File: config.mk
export PLATFORM = sky130hd
export DESIGN_NAME = vram_arbiter
export DESIGN_NICKNAME = d
export VERILOG_FILES = /design/src/rtl/vram_arbiter_pkg.sv /design/src/rtl/vram_disp_fetch.sv /design/src/rtl/vram_arbiter.sv
export SDC_FILE = /design/constraint.sdc
export NUM_CORES = 1
export LEC_CHECK = 0
export ABC_AREA = 0
export ABC_CLOCK_PERIOD_IN_PS = 2930
export CAP_MARGIN = 30
export CORE_MARGIN = 10
export CORE_UTILIZATION = 40
export CTS_BUF_LIST = sky130_fd_sc_hd__clkbuf_16
export DETAILED_ROUTE_END_ITERATION = 16
export GPL_ROUTABILITY_DRIVEN = 0
export GPL_TIMING_DRIVEN = 1
export PLACE_DENSITY = 0.69
export SETUP_SLACK_MARGIN = 0.15
export SLEW_MARGIN = 40
export SYNTH_ARGS = -nofsm -noshare
export SYNTH_HDL_FRONTEND = slang
export SYNTH_SLANG_ARGS = --single-unit
File: constraint.sdc
create_clock -name clk -period 2.93 [get_ports clk]
set_clock_uncertainty 0.1 [all_clocks]
set_input_delay 0.293 -clock clk [delete_from_list [all_inputs] [get_ports clk]]
set_output_delay 0.293 -clock clk [all_outputs]
set_load 0.03 [all_outputs]
File: src/rtl/vram_arbiter_pkg.sv
// Shared definitions for the bitmap VRAM arbiter: default geometry and host FSM encoding.
package vram_arbiter_pkg;

  localparam int unsigned ADDR_W_DEF       = 11;
  localparam int unsigned DATA_W_DEF       = 8;
  localparam int unsigned STARVE_LIMIT_DEF = 1024;

  // Display raster is 128x128; coordinates are 7 bits.
  localparam int unsigned DISP_W  = 128;
  localparam int unsigned COORD_W = 7;

  typedef enum logic [1:0] {
    H_IDLE    = 2'd0,
    H_RD_WAIT = 2'd1,
    H_RD_CAP  = 2'd2
  } host_state_e;

endpackage

File: src/rtl/vram_disp_fetch.sv
// Display side of the arbiter: pixel-to-word address and the two-stage
// bit-select/valid pipeline that lines up with the one-cycle RAM read.
module vram_disp_fetch
  import vram_arbiter_pkg::*;
#(
  parameter int unsigned ADDR_W = ADDR_W_DEF,
  parameter int unsigned DATA_W = DATA_W_DEF
) (
  input  logic               clk,
  input  logic               rst_n,
  input  logic               disp_req,
  input  logic [COORD_W-1:0] disp_x,
  input  logic [COORD_W-1:0] disp_y,
  input  logic [DATA_W-1:0]  ram_rdata,
  output logic [ADDR_W-1:0]  disp_addr_c,
  output logic               disp_pix,
  output logic               disp_pix_valid
);

  localparam int unsigned BIT_W         = $clog2(DATA_W);
  localparam int unsigned WORDS_PER_ROW = DISP_W / DATA_W;

  logic [BIT_W-1:0] bit_s1;
  logic [BIT_W-1:0] bit_s2;
  logic             vld_s1;
  logic             vld_s2;

  // Row-major word address; the low column bits select the pixel inside the word.
  assign disp_addr_c = ADDR_W'(disp_y) * ADDR_W'(WORDS_PER_ROW)
                     + ADDR_W'(disp_x[COORD_W-1:BIT_W]);

  // Stage 1/2 carry the bit index (stored inverted so MSB is leftmost pixel) and valid.
  always_ff @(posedge clk or negedge rst_n) begin
    if (!rst_n) begin
      bit_s1         <= '0;
      bit_s2         <= '0;
      vld_s1         <= 1'b0;
      vld_s2         <= 1'b0;
      disp_pix       <= 1'b0;
      disp_pix_valid <= 1'b0;
    end else begin
      bit_s1         <= disp_req ? ~disp_x[BIT_W-1:0] : '0;
      vld_s1         <= disp_req;
      bit_s2         <= bit_s1;
      vld_s2         <= vld_s1;
      disp_pix       <= vld_s2 & ram_rdata[bit_s2];
      disp_pix_valid <= vld_s2;
    end
  end

endmodule

File: src/rtl/vram_arbiter.sv
// Single-port bitmap VRAM arbiter: display fetch always wins the port,
// the host gets idle cycles through a small read/write FSM with a starvation flag.
module vram_arbiter
  import vram_arbiter_pkg::*;
#(
  parameter int unsigned ADDR_W       = ADDR_W_DEF,
  parameter int unsigned DATA_W       = DATA_W_DEF,
  parameter int unsigned STARVE_LIMIT = STARVE_LIMIT_DEF
) (
  input  logic               clk,
  input  logic               rst_n,
  input  logic               disp_req,
  input  logic [COORD_W-1:0] disp_x,
  input  logic [COORD_W-1:0] disp_y,
  output logic               disp_pix,
  output logic               disp_pix_valid,
  input  logic               host_req,
  input  logic               host_we,
  input  logic [ADDR_W-1:0]  host_addr,
  input  logic [DATA_W-1:0]  host_wdata,
  output logic               host_ack,
  output logic [DATA_W-1:0]  host_rdata,
  output logic               host_starve,
  output logic [ADDR_W-1:0]  ram_addr,
  output logic               ram_we,
  output logic [DATA_W-1:0]  ram_wdata,
  input  logic [DATA_W-1:0]  ram_rdata
);

  localparam int unsigned    CNT_W   = $clog2(STARVE_LIMIT + 1);
  localparam logic [CNT_W-1:0] CNT_MAX = CNT_W'(STARVE_LIMIT);

  host_state_e       state_q;
  host_state_e       state_d;
  logic              wr_pend_q;
  logic              wr_pend_d;
  logic [CNT_W-1:0]  cnt_q;
  logic [CNT_W-1:0]  cnt_d;
  logic [ADDR_W-1:0] ram_addr_d;
  logic              ram_we_d;
  logic [DATA_W-1:0] ram_wdata_d;
  logic              host_ack_d;
  logic [DATA_W-1:0] host_rdata_d;
  logic              host_starve_d;
  logic              host_busy_c;
  logic              grant_c;
  logic [ADDR_W-1:0] disp_addr_c;

  vram_disp_fetch #(
    .ADDR_W (ADDR_W),
    .DATA_W (DATA_W)
  ) u_disp_fetch (
    .clk            (clk),
    .rst_n          (rst_n),
    .disp_req       (disp_req),
    .disp_x         (disp_x),
    .disp_y         (disp_y),
    .ram_rdata      (ram_rdata),
    .disp_addr_c    (disp_addr_c),
    .disp_pix       (disp_pix),
    .disp_pix_valid (disp_pix_valid)
  );

  // Next state, RAM port mux, host handshake and wait counter.
  always_comb begin
    state_d       = state_q;
    wr_pend_d     = 1'b0;
    cnt_d         = cnt_q;
    ram_addr_d    = ram_addr;
    ram_we_d      = 1'b0;
    ram_wdata_d   = ram_wdata;
    host_ack_d    = 1'b0;
    host_rdata_d  = host_rdata;
    host_starve_d = 1'b0;

    // A host access is in flight from grant until its ack cycle has passed;
    // blocking through the ack cycle gives the host time to drop host_req.
    host_busy_c = wr_pend_q || host_ack || (state_q != H_IDLE);
    grant_c     = host_req && !disp_req && !host_busy_c;

    if (disp_req) begin
      ram_addr_d = disp_addr_c;
    end else if (grant_c) begin
      ram_addr_d = host_addr;
      if (host_we) begin
        ram_we_d    = 1'b1;
        ram_wdata_d = host_wdata;
        wr_pend_d   = 1'b1;
      end else begin
        state_d = H_RD_WAIT;
      end
    end

    // Read data for the grant is on ram_rdata during H_RD_CAP, regardless of
    // which requester owns the port in that cycle.
    case (state_q)
      H_RD_WAIT: state_d = H_RD_CAP;
      H_RD_CAP: begin
        host_rdata_d = ram_rdata;
        host_ack_d   = 1'b1;
        state_d      = H_IDLE;
      end
      default: ;
    endcase

    if (wr_pend_q) begin
      host_ack_d = 1'b1;
    end

    // Counts only cycles where the host is actually waiting for the port.
    if (grant_c) begin
      cnt_d = '0;
    end else if (host_req && !host_busy_c && (cnt_q != CNT_MAX)) begin
      cnt_d = cnt_q + CNT_W'(1);
    end
    host_starve_d = (cnt_d == CNT_MAX);
  end

  // State and registered outputs.
  always_ff @(posedge clk or negedge rst_n) begin
    if (!rst_n) begin
      state_q     <= H_IDLE;
      wr_pend_q   <= 1'b0;
      cnt_q       <= '0;
      ram_addr    <= '0;
      ram_we      <= 1'b0;
      ram_wdata   <= '0;
      host_ack    <= 1'b0;
      host_rdata  <= '0;
      host_starve <= 1'b0;
    end else begin
      state_q     <= state_d;
      wr_pend_q   <= wr_pend_d;
      cnt_q       <= cnt_d;
      ram_addr    <= ram_addr_d;
      ram_we      <= ram_we_d;
      ram_wdata   <= ram_wdata_d;
      host_ack    <= host_ack_d;
      host_rdata  <= host_rdata_d;
      host_starve <= host_starve_d;
    end
  end

endmodule

# Word-level counts from Yosys, hierarchy flattened

Cells that the tools add are included.
Widths: inputs -> output; s select.

Add/subtract/negate cells: 2
Order comparisons: 1
Equality and inequality tests: 6
Muxes and demuxes: 16
Bitwise logic cells: 3
Reductions and logical operators: 13

Operators by type and width:

| cell                  | count |
|---|---|
| $mux 11               | 4 |
| $add 11x1->11 const B | 1 |
| $add 11x4->11         | 1 |
| $eq 11x11->1 const B  | 1 |
| $ne 11x11->1 const B  | 1 |
| $mux 1                | 6 |
| $mux 2                | 3 |
| $ne 3x1->1 const B    | 2 |
| $reduce_and 3->1      | 2 |
| $logic_and 1x1->1     | 4 |
| $lt 3x4->1 const B    | 1 |
| $pmux 2 s2            | 1 |
| $reduce_bool 2->1     | 2 |
| $bmux 1 s3            | 1 |
| $mux 3                | 1 |
| $not 3->3             | 1 |
| $reduce_bool 3->1     | 1 |
| $eq 2x1->1 const B    | 1 |
| $eq 2x2->1 const B    | 1 |
| $logic_not 1->1       | 2 |
| $logic_or 1x1->1      | 2 |
| $and 1x1->1           | 1 |
| $not 1->1             | 1 |

Flip-flop bits (word level): 53

# Longest topological paths before layout

Word-level depth: 8
Depth in mapped cells: 9
Mapped depth without buffers: 7

# Cells and area by module

A second synthesis with hierarchy kept.

Cell total of the unflattened synthesis: 221
Area total of the unflattened synthesis: 2557.5 um2

By module, submodules not included:

| module          | times used | cells an instance | area each (um2) | seq. area each (um2) |
|---|---|---|---|---|
| vram_arbiter    | 1          | 190               | 2134.5          | 1076.0 |
| vram_disp_fetch | 1          | 31                | 422.9           | 250.2 |

# Worst setup path after synthesis

No wires, ideal clock.

Kind: reg-to-reg
From: register wr_pend_q
To: register host_starve
Library setup time: 0.096 ns
Data arrival time: 1.922 ns
Required time: 2.734 ns
Slack: 0.812 ns
Cell stages (with the launch flop): 8
Buffers on the path: 2
Path through: dfrtp_1 > nand4bb_1 > buf_2 > buf_6 > o21ai_2 > mux2i_1 > or4b_1 > nor4_2

Longest elaborated chain between the ends: 8
Elaborated cells between the ends (all ways): 9
Those cells by class: eq/ne (1); mux (2); reduce/logical (6)

RTL lines:

| item                              | RTL line                                | text |
|---|---|---|
| start: declaration                | vram_arbiter.sv:35                      | `logic wr_pend_q;` |
| start signal: assignment          | vram_arbiter.sv:133                     | `wr_pend_q <= wr_pend_d;` |
| $logic_or 1x1->1 (*) (2 in a row) | vram_arbiter.sv:78                      | `host_busy_c = wr_pend_q \|\| host_ack \|\| (state_q != H_IDLE);` |
| $logic_not 1->1 (*)               | vram_arbiter.sv:79, vram_arbiter.sv:113 |  |
| $logic_and 1x1->1 (2 in a row)    | vram_arbiter.sv:113                     | `end else if (host_req && !host_busy_c && (cnt_q != CNT_MAX)) begin` |
| $mux 11                           | vram_arbiter.sv:113                     |  |
| $mux 11 (*)                       | vram_arbiter.sv:111                     | `if (grant_c) begin` |
| via cnt_d[6]                      | vram_arbiter.sv:38                      | `logic [CNT_W-1:0] cnt_d;` |
| $eq 11x11->1 (*)                  | vram_arbiter.sv:116                     | `host_starve_d = (cnt_d == CNT_MAX);` |
| via host_starve_d                 | vram_arbiter.sv:44                      | `logic host_starve_d;` |
| end signal: assignment            | vram_arbiter.sv:140                     | `host_starve <= host_starve_d;` |
| end: declaration                  | vram_arbiter.sv:23                      | `output logic host_starve,` |

Mark *: on every way through the listed nets, which the timed path passes. The rest lies on a longest branch.
A chain may end at the register's enable or synchronous reset.

# Worst setup path after layout

From: register state_q[0]
To: register host_starve

Longest elaborated chain between the ends: 8
Elaborated cells between the ends (all ways): 9
Those cells by class: eq/ne (1); mux (2); reduce/logical (6)

RTL lines:

| item                           | RTL line                                | text |
|---|---|---|
| start: declaration             | vram_arbiter.sv:33                      | `host_state_e state_q;` |
| start signal: assignment       | vram_arbiter.sv:132                     | `state_q <= state_d;` |
| $reduce_bool 2->1 (*)          | vram_arbiter.sv:78                      |  |
| $logic_or 1x1->1 (*)           | vram_arbiter.sv:78                      |  |
| $logic_not 1->1 (*)            | vram_arbiter.sv:79, vram_arbiter.sv:113 |  |
| $logic_and 1x1->1 (2 in a row) | vram_arbiter.sv:113                     |  |
| $mux 11                        | vram_arbiter.sv:113                     |  |
| $mux 11 (*)                    | vram_arbiter.sv:111                     |  |
| $eq 11x11->1 (*)               | vram_arbiter.sv:116                     |  |
| via host_starve_d              | vram_arbiter.sv:44                      |  |

Marks and branches as above.

==> flow_metrics.py <==
metrics = {
    "sta": {
        "slew_headroom": 0.594,
        "hold_violations": 0,
        "period_needed_ps": 2450,
        "fin_crit_sh": 0.836,
        "rsz0062_at_grt": "no",
        "setup_viol": 0,
        "max_freq_mhz": 408,
        "tightest_slew_ps": 606,
        "drv_slew": 0,
        "fin_tns_setup_ps": 0,
    },
    "setup_path": {
        "cp.required_ps": 3020,
        "cp_top_family": "simple AND/OR/NAND/NOR gates",
        "critPathBufInv": 2,
        "worstPathArrival_ps": 2550,
        "cp-end-kind": "register",
        "slowest_stage": "or4b_1",
        "cp_cell_sequence": "inv_1 -> ha_1 -> nand4bb_1 -> buf_4 -> a31oi_1 -> a21oi_1 -> or4b_1 -> nor4_2",
        "max_stage_delay_ps": 480,
        "path_class": "register to register",
        "startpoint_type": "register",
        "worst-path-max-fanout": 25,
    },
    "power_and_ir_drop": {
        "vdd.ir_drop.worst_mv": 0.409,
        "p_leak_nw": 1.57,
        "power_density_nw_per_um2": 438,
    },
    "clock_tree": {
        "clkLatencyLatePin_ps": 280,
        "cts_made_buffers": 5,
        "cts_num_sinks": 53,
        "cts_setup_buffers": 0,
        "htree_levels": 2,
        "cts_buffer_depth": 2,
        "path_clk_slew_ps": 70,
        "cts_tree": "done",
        "cts_resized": 0,
        "cts-root-buf": "clkbuf_16",
    },
    "floorplanning": {
        "die_h_um": 98.4,
        "core_um2": 5960,
        "dieArea_um2": 9690,
        "io_pins": 78,
        "num_rows": 28,
        "die_x_um": 98.4,
        "start_util": 0.413,
    },
    "global_routing": {
        "gr-total-overflow": 0,
        "antenna_found_initial": 0,
        "grt_pass1_vias": 1979,
        "grt_util_all_layers": 0.122,
        "grt_max_degree": 28,
        "grt_pass1_wl_mm": 9.72,
    },
    "drt": {
        "drt-vias-per-instance": 5.09,
        "drc": 0,
        "first_pass_iters": 4,
        "totalWireLength_mm": 6.04,
        "final_antenna_net_count": 0,
        "wl_per_cell_um": 16.6,
        "drt_iter0_markers": 57,
        "vias": 1857,
    },
    "place": {
        "post_dp_cell_area_um2": 3310,
        "post-dp-hpwl_mm": 4.71,
        "place_inst": 356,
        "port_buffers": 77,
    },
    "final_layout": {
        "area_growth_pct": 40.9,
        "mostFrequentLayoutCell": "clkdlybuf4s50_1",
        "multiInputGateArea_um2": 1040,
        "regArea_um2": 1330,
        "stdcell_count": 365,
        "drive_gt1_frac": 0.159,
        "antenna_cells": 0,
        "final_cell_mix": "clkdlybuf4s50_1, dfrtp_1, nand2_1",
        "final_cell_area_um2": 3470,
        "final_net_count": 340,
        "final_core_util": 0.582,
        "fillers": 534,
    },
    "yosys": {
        "synth.distinct_cells": 52,
        "yosysTopAreaCellShare": 0.539,
        "synth_area_per_cell_um2": 11.9,
        "synth_top_cell_by_area": "dfrtp_1",
        "yosysSeqAreaShare": 0.539,
        "synth.area.top_cells": "dfrtp_1, mux2_2, mux2i_1",
        "yosysWarningCount": 0,
        "syn-num-nets": 258,
        "syn_inst": 207,
        "syn-cell-area_um2": 2460,
        "synth-seq-cells": 53,
    },
    "job": {
        "max-cap-violations": 0,
    },
    "min_path": {
        "worstHoldPathType": "register to register",
    },
    "run_status": {
        "status": "finished clean",
    },
}
==> routing by layer <==
| metal | track usage | vias up | wire [um] | share of wire |
|---|---|---|---|---|
| met1 | 0.134 | 897 | 2490 | 0.41 |
| met3 | 0.0649 | 4 | 612 | 0.10 |
| li1 | - | 907 | - | - |
| met5 | 0 | - | 0 | 0 |
| met4 | 0.0353 | 0 | 56 | 0.0093 |
| met2 | 0.200 | 49 | 2880 | 0.48 |
==> cell usage after synthesis, drive strengths merged <==
master,number
dfrtp,53
nand2,19
mux2,16
mux2i,15
o21ai,14
nor2,13
inv,10
buf,6
ha,5
nand3,5
a21oi,4
nor3,4
clkbuf,3
nor4,3
o211ai,3
o31ai,3
a21o,2
mux4,2
nand4b,2
nor4b,2
o22ai,2
o311ai,2
or2,2
or4,2
a22o,1
a31o,1
a31oi,1
a41o,1
and4bb,1
nand3b,1
nand4,1
nand4bb,1
nor2b,1
o311a,1
or2b,1
or3,1
or4b,1
xnor2,1
xor2,1
==> power breakdown <==
| part | switching [W] | internal, W |
|---|---|---|
| clock network | 0.000259 | 0.000318 |
| registers | 0.0000104 | 0.000752 |
| logic | 0.0000806 | 0.0000965 |
| total | 0.000350 | 0.00117 |
==> flip-flops by register name, summed over array words and instances (netlist names) <==
signal	cells
u_disp_fetch.bit_s2	3
u_disp_fetch.vld_s1	1
ram_addr	11
u_disp_fetch.bit_s1	3
u_disp_fetch.disp_pix_valid	1
ram_wdata	8
wr_pend_q	1
host_ack	1
host_starve	1
state_q	2
host_rdata	8
cnt_q	11
u_disp_fetch.disp_pix	1
u_disp_fetch.vld_s2	1
==> cell families after synthesis <==
logic type / Yosys count / share of synthesized area
AOI/OAI and AO/OA: 35 / 0.0956
xor gates and xnor gates: 2 / 0.00712
adders and majority gates: 5 / 0.0254
buffers and inverters: 19 / 0.0376
DFF: 53 / 0.539
muxes: 33 / 0.153
and+or+nand+nor: 60 / 0.143
==> worst paths after layout <==
check	start	to	slack [ps]	depth (start not counted)
min	u_disp_fetch.bit_s1[1]$_DFF_PN0_	u_disp_fetch.bit_s2[1]$_DFF_PN0_	250	0
max reg2reg	state_q[0]$_DFFE_PN0P_	host_starve$_DFF_PN0_	480	8
min in group asynchronous	rst_n	ram_wdata[7]$_DFFE_PN0P_	300	2
max	state_q[0]$_DFFE_PN0P_	host_starve$_DFF_PN0_	480	8
min reg2reg	u_disp_fetch.bit_s1[1]$_DFF_PN0_	u_disp_fetch.bit_s2[1]$_DFF_PN0_	250	0
max in group asynchronous	rst_n	cnt_q[5]$_DFF_PN0_	1820	3
==> cell type report <==
cell class | count | area share
inverters | 10 | 0.0108
clock buffers | 5 | 0.0361
clock inverters | 3 | 0.00613
repair buffers | 84 | 0.237
flip-flops and latches | 53 | 0.383
well taps | 75 | 0.0271
multi-input cells | 135 | 0.301
==> per-stage QoR <==
step | setup WS, ps | hold WS [ps] | power (W)
after floorplan | 812 | -103 | 0.000835
after global placement | 465 | 75.2 | 0.000955
after detailed placement | 401 | 73.5 | 0.000956
after CTS | 471 | 255 | 0.00154
after global routing | 315 | 260 | 0.00158
final | 479 | 253 | 0.00152
==> repair_timing <==
item,in CTS,in global routing
hold buffers,1,0
endpoints found under the hold margin,10,0
endpoints found under the setup margin,0,0
Power figures use the tool's default switching activity.
